===== src/rtl/ula_pkg.sv =====
// rtl/ula_pkg.sv - shared encodings for the ULA multicycle control sequencer
package ula_pkg;

    localparam logic [3:0] ULA_AND = 4'b0000;
    localparam logic [3:0] ULA_OR  = 4'b0001;
    localparam logic [3:0] ULA_ADD = 4'b0010;
    localparam logic [3:0] ULA_SUB = 4'b0110;
    localparam logic [3:0] ULA_SLT = 4'b0111;
    localparam logic [3:0] ULA_LUI = 4'b1011;
    localparam logic [3:0] ULA_NOR = 4'b1100;
    localparam logic [3:0] ULA_XOR = 4'b1101;
    localparam logic [3:0] ULA_SLL = 4'b1110;
    localparam logic [3:0] ULA_SRL = 4'b1111;

    localparam logic [5:0] OP_RTYPE = 6'h00;
    localparam logic [5:0] OP_J     = 6'h02;
    localparam logic [5:0] OP_BEQ   = 6'h04;
    localparam logic [5:0] OP_BNE   = 6'h05;
    localparam logic [5:0] OP_ADDI  = 6'h08;
    localparam logic [5:0] OP_SLTI  = 6'h0A;
    localparam logic [5:0] OP_ANDI  = 6'h0C;
    localparam logic [5:0] OP_ORI   = 6'h0D;
    localparam logic [5:0] OP_XORI  = 6'h0E;
    localparam logic [5:0] OP_LUI   = 6'h0F;
    localparam logic [5:0] OP_LW    = 6'h23;
    localparam logic [5:0] OP_SW    = 6'h2B;

    localparam logic [5:0] FN_SLL  = 6'h00;
    localparam logic [5:0] FN_SRL  = 6'h02;
    localparam logic [5:0] FN_ADD  = 6'h20;
    localparam logic [5:0] FN_ADDU = 6'h21;
    localparam logic [5:0] FN_SUB  = 6'h22;
    localparam logic [5:0] FN_SUBU = 6'h23;
    localparam logic [5:0] FN_AND  = 6'h24;
    localparam logic [5:0] FN_OR   = 6'h25;
    localparam logic [5:0] FN_XOR  = 6'h26;
    localparam logic [5:0] FN_NOR  = 6'h27;
    localparam logic [5:0] FN_SLT  = 6'h2A;

    localparam logic [1:0] SRCB_RT     = 2'd0;
    localparam logic [1:0] SRCB_FOUR   = 2'd1;
    localparam logic [1:0] SRCB_IMM    = 2'd2;
    localparam logic [1:0] SRCB_IMM_SH = 2'd3;

    localparam logic [1:0] PCSRC_ULA    = 2'd0;
    localparam logic [1:0] PCSRC_BRANCH = 2'd1;
    localparam logic [1:0] PCSRC_JUMP   = 2'd2;

    typedef enum logic [3:0] {
        S_FETCH, S_DECODE, S_EXEC_R, S_WB_R, S_EXEC_I, S_WB_I,
        S_ADDR, S_MEM_RD, S_WB_MEM, S_MEM_WR, S_BRANCH, S_JUMP
    } state_t;

    typedef enum logic [2:0] {
        CLS_R, CLS_I, CLS_MEM, CLS_BRANCH, CLS_JUMP, CLS_ILLEGAL
    } instr_class_t;

endpackage


===== src/rtl/ula_decoder.sv =====
// rtl/ula_decoder.sv - opcode/funct to ULA operation and instruction class map
module ula_decoder
    import ula_pkg::*;
(
    input  logic [5:0]   opcode,
    input  logic [5:0]   funct,
    output logic [3:0]   ula_op,
    output logic         zero_ext,
    output instr_class_t instr_class,
    output logic         is_load,
    output logic         is_bne
);

    always_comb begin
        ula_op      = ULA_ADD;
        zero_ext    = 1'b0;
        instr_class = CLS_ILLEGAL;
        is_load     = 1'b0;
        is_bne      = 1'b0;
        case (opcode)
            OP_RTYPE: begin
                instr_class = CLS_R;
                case (funct)
                    FN_ADD, FN_ADDU: ula_op = ULA_ADD;
                    FN_SUB, FN_SUBU: ula_op = ULA_SUB;
                    FN_AND:          ula_op = ULA_AND;
                    FN_OR:           ula_op = ULA_OR;
                    FN_XOR:          ula_op = ULA_XOR;
                    FN_NOR:          ula_op = ULA_NOR;
                    FN_SLT:          ula_op = ULA_SLT;
                    FN_SLL:          ula_op = ULA_SLL;
                    FN_SRL:          ula_op = ULA_SRL;
                    default:         instr_class = CLS_ILLEGAL;
                endcase
            end
            OP_J:    instr_class = CLS_JUMP;
            OP_BEQ:  begin instr_class = CLS_BRANCH; ula_op = ULA_SUB; end
            OP_BNE:  begin instr_class = CLS_BRANCH; ula_op = ULA_SUB; is_bne = 1'b1; end
            OP_ADDI: begin instr_class = CLS_I; ula_op = ULA_ADD; end
            OP_SLTI: begin instr_class = CLS_I; ula_op = ULA_SLT; end
            OP_ANDI: begin instr_class = CLS_I; ula_op = ULA_AND; zero_ext = 1'b1; end
            OP_ORI:  begin instr_class = CLS_I; ula_op = ULA_OR;  zero_ext = 1'b1; end
            OP_XORI: begin instr_class = CLS_I; ula_op = ULA_XOR; zero_ext = 1'b1; end
            OP_LUI:  begin instr_class = CLS_I; ula_op = ULA_LUI; end
            OP_LW:   begin instr_class = CLS_MEM; is_load = 1'b1; end
            OP_SW:   instr_class = CLS_MEM;
            default: instr_class = CLS_ILLEGAL;
        endcase
    end

endmodule


===== src/rtl/ula_controle.sv =====
// rtl/ula_controle.sv - multicycle Moore control sequencer for the 32-bit ULA datapath
module ula_controle
    import ula_pkg::*;
(
    input  logic        clk,
    input  logic        rst_n,
    input  logic [31:0] instr,
    input  logic        mem_ready,
    input  logic        Zero_flag,
    output logic [3:0]  ula_op,
    output logic [4:0]  shamt,
    output logic        pc_write,
    output logic [1:0]  pc_src,
    output logic        ir_write,
    output logic        mem_read,
    output logic        mem_write,
    output logic        iord,
    output logic        reg_write,
    output logic        reg_dst,
    output logic        mem_to_reg,
    output logic        alu_src_a,
    output logic [1:0]  alu_src_b,
    output logic        zero_ext,
    output logic        illegal
);

    state_t       state, state_next;
    logic [31:0]  ir;
    logic [3:0]   op_q;
    logic         zext_q, load_q, bne_q;

    logic [3:0]   dec_op;
    logic         dec_zext, dec_load, dec_bne;
    instr_class_t dec_class;

    logic unused_ir_bits;
    assign unused_ir_bits = ^ir[25:11];

    ula_decoder u_decoder (
        .opcode      (ir[31:26]),
        .funct       (ir[5:0]),
        .ula_op      (dec_op),
        .zero_ext    (dec_zext),
        .instr_class (dec_class),
        .is_load     (dec_load),
        .is_bne      (dec_bne)
    );

    always_ff @(posedge clk or negedge rst_n) begin
        if (!rst_n) state <= S_FETCH;
        else        state <= state_next;
    end

    always_ff @(posedge clk or negedge rst_n) begin
        if (!rst_n) begin
            ir     <= '0;
            op_q   <= ULA_ADD;
            zext_q <= 1'b0;
            load_q <= 1'b0;
            bne_q  <= 1'b0;
        end else begin
            if (state == S_FETCH && mem_ready) ir <= instr;
            if (state == S_DECODE) begin
                op_q   <= dec_op;
                zext_q <= dec_zext;
                load_q <= dec_load;
                bne_q  <= dec_bne;
            end
        end
    end

    always_comb begin
        state_next = state;
        case (state)
            S_FETCH:  if (mem_ready) state_next = S_DECODE;
            S_DECODE: begin
                case (dec_class)
                    CLS_R:      state_next = S_EXEC_R;
                    CLS_I:      state_next = S_EXEC_I;
                    CLS_MEM:    state_next = S_ADDR;
                    CLS_BRANCH: state_next = S_BRANCH;
                    CLS_JUMP:   state_next = S_JUMP;
                    default:    state_next = S_FETCH;
                endcase
            end
            S_EXEC_R: state_next = S_WB_R;
            S_EXEC_I: state_next = S_WB_I;
            S_ADDR:   state_next = load_q ? S_MEM_RD : S_MEM_WR;
            S_MEM_RD: if (mem_ready) state_next = S_WB_MEM;
            S_MEM_WR: if (mem_ready) state_next = S_FETCH;
            default:  state_next = S_FETCH;
        endcase
    end

    // Moore outputs from state and latched op; FETCH handshake and branch decision are the only Mealy terms.
    always_comb begin
        ula_op     = op_q;
        shamt      = ir[10:6];
        pc_write   = 1'b0;
        pc_src     = PCSRC_ULA;
        ir_write   = 1'b0;
        mem_read   = 1'b0;
        mem_write  = 1'b0;
        iord       = 1'b0;
        reg_write  = 1'b0;
        reg_dst    = 1'b0;
        mem_to_reg = 1'b0;
        alu_src_a  = 1'b0;
        alu_src_b  = SRCB_RT;
        zero_ext   = 1'b0;
        illegal    = 1'b0;
        case (state)
            S_FETCH: begin
                mem_read  = 1'b1;
                ir_write  = mem_ready;
                pc_write  = mem_ready;
                alu_src_b = SRCB_FOUR;
                ula_op    = ULA_ADD;
            end
            S_DECODE: begin
                alu_src_b = SRCB_IMM_SH;
                ula_op    = ULA_ADD;
                illegal   = (dec_class == CLS_ILLEGAL);
            end
            S_EXEC_R: alu_src_a = 1'b1;
            S_WB_R:   begin reg_write = 1'b1; reg_dst = 1'b1; end
            S_EXEC_I: begin
                alu_src_a = 1'b1;
                alu_src_b = SRCB_IMM;
                zero_ext  = zext_q;
            end
            S_WB_I:   reg_write = 1'b1;
            S_ADDR: begin
                alu_src_a = 1'b1;
                alu_src_b = SRCB_IMM;
                ula_op    = ULA_ADD;
            end
            S_MEM_RD: begin mem_read = 1'b1; iord = 1'b1; end
            S_WB_MEM: begin reg_write = 1'b1; mem_to_reg = 1'b1; end
            S_MEM_WR: begin mem_write = 1'b1; iord = 1'b1; end
            S_BRANCH: begin
                alu_src_a = 1'b1;
                ula_op    = ULA_SUB;
                pc_src    = PCSRC_BRANCH;
                pc_write  = bne_q ? !Zero_flag : Zero_flag;
            end
            S_JUMP:   begin pc_write = 1'b1; pc_src = PCSRC_JUMP; end
            default:  ;
        endcase
        // Enables must vanish the moment reset asserts, not at the next edge.
        if (!rst_n) begin
            pc_write  = 1'b0;
            ir_write  = 1'b0;
            mem_read  = 1'b0;
            mem_write = 1'b0;
            iord      = 1'b0;
            reg_write = 1'b0;
            illegal   = 1'b0;
            ula_op    = ULA_ADD;
        end
    end

endmodule


===== config.mk =====
export PLATFORM = sky130hd
export DESIGN_NAME = ula_controle
export DESIGN_NICKNAME = d
export VERILOG_FILES = /design/src/rtl/ula_pkg.sv /design/src/rtl/ula_decoder.sv /design/src/rtl/ula_controle.sv
export SDC_FILE = /design/constraint.sdc
export NUM_CORES = 1
export LEC_CHECK = 0
export CORE_ASPECT_RATIO = 0.6
export CORE_MARGIN = 2
export CORE_UTILIZATION = 40
export CTS_BUF_LIST = sky130_fd_sc_hd__clkbuf_8
export CTS_CLUSTER_SIZE = 14
export DETAILED_ROUTE_END_ITERATION = 8
export GPL_TIMING_DRIVEN = 0
export PLACE_DENSITY_LB_ADDON = 0.08
export SYNTH_ARGS = -nofsm -noshare
export SYNTH_HDL_FRONTEND = slang
export SYNTH_SLANG_ARGS = --single-unit

===== constraint.sdc =====
create_clock -name clk -period 2.45 [get_ports clk]
set_input_delay 0.6125 -clock clk [delete_from_list [all_inputs] [get_ports clk]]
set_output_delay 0.6125 -clock clk [all_outputs]
set_load 0.03 [all_outputs]

==> impl_summary.log, run 1 <==
[metrics] final wirelength: 4910 um
[metrics] Data required, critical path: 1840 ps
[metrics] worst path bufs/invs: 2
[metrics] placed inst area: 2420 um2
[metrics] result of the run: complete, but fails checks
[metrics] ys flop type: sky130_fd_sc_hd__dfrtp_1
[metrics] final core utilization: 0.565
[metrics] overall die height: 57.3 um
[metrics] commonest non-fill, non-tap cell in the layout: sky130_fd_sc_hd__dfrtp_1
[metrics] placed wire-length estimate after detailed placement: 3540 um
[metrics] Multi-input gate area: 1110 um2
[metrics] critical path's slowest cell: sky130_fd_sc_hd__dfrtp_1
[metrics] Initial Utilization: 0.414
[metrics] DR WL/cell: 14.7 um
[metrics] cell area after layout: 2580 um2
[metrics] layout net count: 309
[metrics] layout filler cell count: 445
[metrics] routability cong.: 0.866
[metrics] Starting DRT DRC Count: 140
[metrics] IR Drop Worst-Case VDD: 648 uV
[metrics] quantity of hold-fixing buffers added after cts: 0
[metrics] # diodes: 0
[metrics] highest clock frequency the design can meet: 0.407 GHz
[metrics] violations in the final reports: negative setup slack
[metrics] Startpoint Class: flop
[metrics] worst min-delay path category: input pin to asynchronous set/reset pin
[metrics] clock latency reported for the late side of the worst-skew pair: 280 ps
[metrics] netlist area before placement: 1890 um2
[metrics] via count of the first global-routing pass: 1594
[metrics] antenna-violating nets left: 0
[metrics] fin crit period: 2460 ps
[metrics] routed vias/inst: 5.41
[metrics] Sum Neg Setup Slack: -9.09 ps
[metrics] pin slew with the least headroom to its limit: 429 ps
[metrics] register cell area after layout: 706 um2
[metrics] synthesis warning total: 0
[metrics] synthesized netlist net count: 252
[metrics] clock slew at reported path FFs: 100 ps
[metrics] worst path arrival time: 1850 ps
[metrics] core region area: 4560 um2
[metrics] Worst Setup Slack, final: -9.09 ps
[metrics] Critical Path Sink Type: output pin
[metrics] maximum number of pins on one net before global-route repair: 33
[metrics] share of flip-flops with an asynchronous set or reset: 1.00
[metrics] post-synth cell types: 56
[metrics] fraction of the yosys area taken by sequential cells: 0.371
[metrics] # Max-Cap Violations: 0
[metrics] router iterations before antenna repair: 4
[metrics] clk sinks: 28
[metrics] setup repair after global routing missed its margin: yes
[metrics] flops & latches, synth: 28
[metrics] number of buffers created by CTS: 3
[metrics] cell breakdown of the critical path: buf_4 > nor4_4 > nand3_2 > a21oi_2 > and3_1 > buf_2
[metrics] Die X-Extent: 92.8 um
[metrics] Power, Total: 3.51 mW
[metrics] overall die area: 5310 um2
[metrics] Area growth, synth to finish: 36.5%
[metrics] Final Hold Viols: 0
[metrics] Max Transition Viols Final: 0
[metrics] cell row count: 19
[metrics] CP peak stage delay: 420 ps
[metrics] kind of cell adding the most delay to the critical path: simple AND/OR/NAND/NOR gates
[metrics] most frequent cells in the layout: 24 x sky130_fd_sc_hd__dfrtp_1, 23 x sky130_fd_sc_hd__clkdlybuf4s50_1, 21 x sky130_fd_sc_hd__nor2_1
[metrics] total track usage: 0.193
[metrics] I/O Buffers: 44
[metrics] final setup violation count: 1
[metrics] syn_area_per_cell: 8.75 um2
[metrics] DRC violations left: 0
[metrics] P per Cell Area: 1360 nW/um2
[metrics] H-Tree Depth: 1
[metrics] GRT overflow: 0
[metrics] first-pass GRT wire length: 8230 um
[metrics] Critical Setup Path Class: flop to output pin
[metrics] leakage component of the power: 1.10 nW
[metrics] Boundary Pins: 60
[metrics] clock root cell: sky130_fd_sc_hd__clkbuf_8
[metrics] Longest Clk Path Bufs: 2
[metrics] count of flip-flops with a built-in enable after synthesis: 0
[metrics] share of layout cells above drive strength 1: 0.294
[metrics] worst-case clock skew: 4.28 ps
[metrics] Via Count: 1812
[metrics] Rel. slew slack: 0.714
[metrics] number of instances in the synthesized netlist: 216
[metrics] antenna violations before repair: 0
[metrics] ratio of final minimum period to clock period: 1.00
[metrics] CTS tree: built
[metrics] peak fanout along the critical path: 10
## where the power goes
group / switching, mW / internal (mW)
clock network: 0.147 / 0.219
registers: 0.223 / 0.672
logic: 1.26 / 0.992
total: 1.63 / 1.88
## final cells by class
cell class	count	share of cell area
clock inverters	1	0.0116
flip-flops and latches	28	0.274
repair buffers	54	0.178
plain buffers	18	0.0490
inverters	7	0.0102
clock buffers	3	0.0160
well taps	63	0.0306
multi-input cells	161	0.431
## worst register-to-register path: stages, from the launching register on
cell,delay (ps)
sky130_fd_sc_hd__dfrtp_1,510
sky130_fd_sc_hd__clkbuf_1,390
sky130_fd_sc_hd__nand2_1,180
sky130_fd_sc_hd__o22a_1,240
sky130_fd_sc_hd__nor3_1,290
sky130_fd_sc_hd__a21oi_1,110
## synth_stat cells, types with 2 or more instances
| cell type | number | share of area |
|---|---|---|
| sky130_fd_sc_hd__nor2b_1 | 2 | 0.0066 |
| sky130_fd_sc_hd__inv_1 | 3 | 0.0060 |
| sky130_fd_sc_hd__nand3_1 | 7 | 0.019 |
| sky130_fd_sc_hd__and2_1 | 2 | 0.0066 |
| sky130_fd_sc_hd__clkbuf_1 | 7 | 0.014 |
| sky130_fd_sc_hd__buf_2 | 6 | 0.016 |
| sky130_fd_sc_hd__o22ai_1 | 2 | 0.0066 |
| sky130_fd_sc_hd__nand2b_1 | 3 | 0.0099 |
| sky130_fd_sc_hd__a21oi_1 | 15 | 0.040 |
| sky130_fd_sc_hd__o31ai_1 | 2 | 0.0079 |
| sky130_fd_sc_hd__o21ai_1 | 7 | 0.019 |
| sky130_fd_sc_hd__and3_1 | 3 | 0.0099 |
| sky130_fd_sc_hd__nor2_1 | 22 | 0.044 |
| sky130_fd_sc_hd__o21ai_0 | 7 | 0.019 |
| sky130_fd_sc_hd__a31oi_1 | 5 | 0.017 |
| sky130_fd_sc_hd__mux2_1 | 10 | 0.060 |
| sky130_fd_sc_hd__inv_2 | 4 | 0.0079 |
| sky130_fd_sc_hd__buf_4 | 6 | 0.024 |
| sky130_fd_sc_hd__a211oi_1 | 4 | 0.016 |
| sky130_fd_sc_hd__mux2_2 | 7 | 0.042 |
| sky130_fd_sc_hd__or2_1 | 2 | 0.0066 |
| sky130_fd_sc_hd__nor3b_1 | 2 | 0.0079 |
| sky130_fd_sc_hd__nor3_1 | 10 | 0.026 |
| sky130_fd_sc_hd__or3_1 | 2 | 0.0066 |
| sky130_fd_sc_hd__nand2_1 | 19 | 0.038 |
| sky130_fd_sc_hd__dfrtp_1 | 27 | 0.36 |
## logic make-up after synthesis
family / count (synthesis) / share of synthesized area
mux: 17 / 0.101
simple gates: 87 / 0.255
xor+xnor: 2 / 0.00927
buf+inv: 27 / 0.0735
flops: 28 / 0.371
compound gates: 55 / 0.189
## per-stage QoR
stage | hold WS [ps] | instances | worst slack (ps)
floorplan | 317 | 216 | 54.8
global placement | 447 | 323 | -1950
detailed placement | 478 | 323 | -1970
CTS | 196 | 330 | 0.721
global route | 199 | 335 | -108
finish | 186 | 335 | -9.09
## timing repair
item	4_1_cts	5_1_grt
resized for setup	67	28
buffers inserted	5	5
setup endpoints to repair	19	11
pin swaps	4	5
## state kept, by name, summed over array words and instances (netlist names)
signal / flops
ir: 17
op_q: 4
state: 4
bne_q: 1
load_q: 1
zext_q: 1
## path summary, 6_finish.rpt
kind	startpoint	end	slack (ps)	cells past startpoint
setup / recovery	ir[27]	illegal	-9	6
hold / removal	rst_n	ir[4]	190	1
setup reg to reg	ir[29]	op_q[1]	640	5
hold reg to reg	zext_q	zext_q	490	1
max in group asynchronous	rst_n	op_q[1]	1980	1
min in group clk	zext_q	zext_q	490	1
## metal layers
metal  track usage  routed length [um]  vias to the layer above
met2         0.251                1930                       61
met3        0.0449                 333                        2
met5             0                   0                        -
met4        0.0126                  10                        0
li1              -                   -                      888
met1         0.329                2640                      861
(Power assumes the default switching activity.)
==> inputs of run 2 (changes only) <==
clock period = 2.8 ns   (was 2.45 ns; I/O delays follow)
==> impl_summary.log, run 2 (same netlist as run 1, synthesis figures left out) <==
[metrics] Starting DRT DRC Count: 133 (-5.0%)
[metrics] Placed Instances: 323 (unchanged)
[metrics] H-Tree Depth: 1 (unchanged)
[metrics] Critical Setup Path Class: flop to output pin
[metrics] maximum number of pins on one net before global-route repair: 33 (unchanged)
[metrics] Critical Path Sink Type: output pin
[metrics] placed wire-length estimate after detailed placement: 3610 um (+2.0%)
[metrics] kind of cell adding the most delay to the critical path: buffers and inverters
[metrics] Sum Neg Setup Slack: 0 ps (+9.09 ps)
[metrics] worst path bufs/invs: 3 (+1)
[metrics] met3 track utilization from global routing: 0.0542 (+0.00925)
[metrics] CTS tree: built
[metrics] Largest regs: ir x17, op_q x4, state x4
[metrics] cell row count: 19 (unchanged)
[metrics] worst path arrival time: 1990 ps (+140 ps)
[metrics] met2 GRT Util: 0.234 (-0.0177)
[metrics] first-pass GRT wire length: 8020 um (-2.6%)
[metrics] worst min-delay path category: input pin to asynchronous set/reset pin
[metrics] antenna-violating nets left: 0 (unchanged)
[metrics] Boundary Pins: 60 (unchanged)
[metrics] clk sinks: 28 (unchanged)
[metrics] overall die height: 57.3 um (unchanged)
[metrics] ratio of final minimum period to clock period: 0.961
[metrics] most frequent cells in the layout: 28 x sky130_fd_sc_hd__clkdlybuf4s50_1, 27 x sky130_fd_sc_hd__dfrtp_1, 21 x sky130_fd_sc_hd__nor2_1
[metrics] antenna violations before repair: 0 (unchanged)
[metrics] P per Cell Area: 1170 nW/um2 (-14%)
[metrics] via count of the first global-routing pass: 1562 (-2.0%)
[metrics] Startpoint Class: flop
[metrics] worst-case clock skew: 4.96 ps (+0.683 ps)
[metrics] Die X-Extent: 92.8 um (unchanged)
[metrics] routability cong.: 0.862 (-0.37%)
[metrics] # diodes: 0 (unchanged)
[metrics] Max Transition Viols Final: 0 (unchanged)
[metrics] Final Hold Viols: 0 (unchanged)
[metrics] result of the run: completed
[metrics] Rel. slew slack: 0.675 (-0.0390)
[metrics] leakage component of the power: 1.11 nW (+0.54%)
[metrics] share of layout cells above drive strength 1: 0.212 (-0.0820)
[metrics] # Max-Cap Violations: 0 (unchanged)
[metrics] peak fanout along the critical path: 10 (unchanged)
[metrics] final wirelength: 4910 um (+0.10%)
[metrics] Initial Utilization: 0.414 (unchanged)
[metrics] max reg flops: 17 (unchanged)
[metrics] worst-case hold slack: 275 ps (+88.6 ps)
[metrics] routed vias/inst: 5.36 (-0.95%)
[metrics] IR Drop Worst-Case VDD: 565 uV (-13%)
[metrics] placed inst area: 2410 um2 (-0.16%)
[metrics] I/O Buffers: 44 (unchanged)
[metrics] fin crit period: 2690 ps
[metrics] Longest Clk Path Bufs: 2 (unchanged)
[metrics] gr busiest metal: met1
[metrics] final setup violation count: 0 (-1)
[metrics] cell area after layout: 2550 um2 (-1.3%)
[metrics] CP peak stage delay: 380 ps (-40 ps)
[metrics] number of buffers created by CTS: 3 (unchanged)
[metrics] pin slew with the least headroom to its limit: 487 ps (+58.5 ps)
[metrics] core region area: 4560 um2 (unchanged)
[metrics] DRC violations left: 0 (unchanged)
[metrics] Biggest register: ir
[metrics] routing usage on met1: 0.328 (-0.00192)
[metrics] clock slew at reported path FFs: 100 ps (about the same)
[metrics] Data required, critical path: 2100 ps (+260 ps)
[metrics] final standard cell count with taps included and fillers excluded: 327 (-2.4%)
[metrics] clock latency reported for the late side of the worst-skew pair: 280 ps (about the same)
[metrics] commonest non-fill, non-tap cell in the layout: sky130_fd_sc_hd__clkdlybuf4s50_1
[metrics] GRT overflow: 0 (unchanged)
[metrics] highest clock frequency the design can meet: 0.372 GHz
[metrics] router iterations before antenna repair: 4 (unchanged)
[metrics] clock root cell: sky130_fd_sc_hd__clkbuf_8
[metrics] overall die area: 5310 um2 (unchanged)
[metrics] cell breakdown of the critical path: buf_2 > nor2_2 > nand4_4 > buf_4 > a21oi_1 > clkdlybuf4s15_2
[metrics] layout net count: 301 (-2.6%)
[metrics] Via Count: 1752 (-3.3%)
[metrics] critical path's slowest cell: sky130_fd_sc_hd__dfrtp_1
[metrics] Area growth, synth to finish: 34.7%
[metrics] total track usage: 0.191 (-0.00181)
[metrics] DR WL/cell: 15.0 um (+2.6%)
-- run 2: per-stage QoR --
| step | power [mW] | utilization | setup WS, ps |
|---|---|---|---|
| 6_report | 2.99 | 0.558 | 110 |
| 5_1_grt | 3.20 | 0.558 | -23.0 |
| 4_1_cts | 2.93 | 0.548 | 2.68 |
| 3_5_place_dp | 2.57 | 0.529 | -1800 |
| 3_3_place_gp | 2.57 | 0.529 | -1740 |
| 2_1_floorplan | 2.04 | - | 244 |
-- run 2: final cells by class --
cell class / count / area, um2
plain buffers: 18 / 118
well taps: 63 / 78.8
clock inverters: 1 / 30.0
multi-input cells: 161 / 1090
inverters: 7 / 26.3
repair buffers: 46 / 457
fillers: 447 / 2020
clock buffers: 3 / 41.3
flip-flops and latches: 28 / 702
-- run 2: worst paths after layout --
kind	end	depth (start not counted)	slack [ps]	startpoint
max	pc_write	6	110	state[1]
min	ir[8]	1	270	rst_n
max reg2reg	state[0]	5	980	ir[31]
min reg2reg	op_q[3]	2	470	op_q[3]
max in group asynchronous	op_q[1]	1	2250	rst_n
min in group clk	op_q[3]	2	470	op_q[3]
-- run 2: worst reg2reg max path, stage by stage, from the launching register on --
cell and delay (ps):
sky130_fd_sc_hd__dfrtp_1 460, sky130_fd_sc_hd__or2_1 350, sky130_fd_sc_hd__o32ai_2 290, sky130_fd_sc_hd__o22ai_2 120, sky130_fd_sc_hd__nand4b_1 130, sky130_fd_sc_hd__or3b_1 360
-- run 2: power by group --
group | total, mW | leakage, nW | switching, mW | internal, mW
registers | 0.779 | 0.346 | 0.195 | 0.584
logic | 1.88 | 0.727 | 1.07 | 0.815
clock network | 0.323 | 0.0357 | 0.131 | 0.192
-- run 2: per-layer routing --
| metal | part of all wire | vias up |
|---|---|---|
| li1 | - | 868 |
| met1 | 0.54 | 818 |
| met2 | 0.38 | 64 |
| met3 | 0.082 | 2 |
| met4 | 0.0020 | 0 |
| met5 | 0 | - |
-- run 2: repair_timing --
item / in CTS / in global routing
endpoints found under the hold margin: 0 / 0
setup endpoints to repair: 13 / 9
gates resized for setup: 28 / 19
gates cloned: 0 / 0
hold buffers: 0 / 0
pin swaps: 1 / 2
buffers inserted: 1 / 1
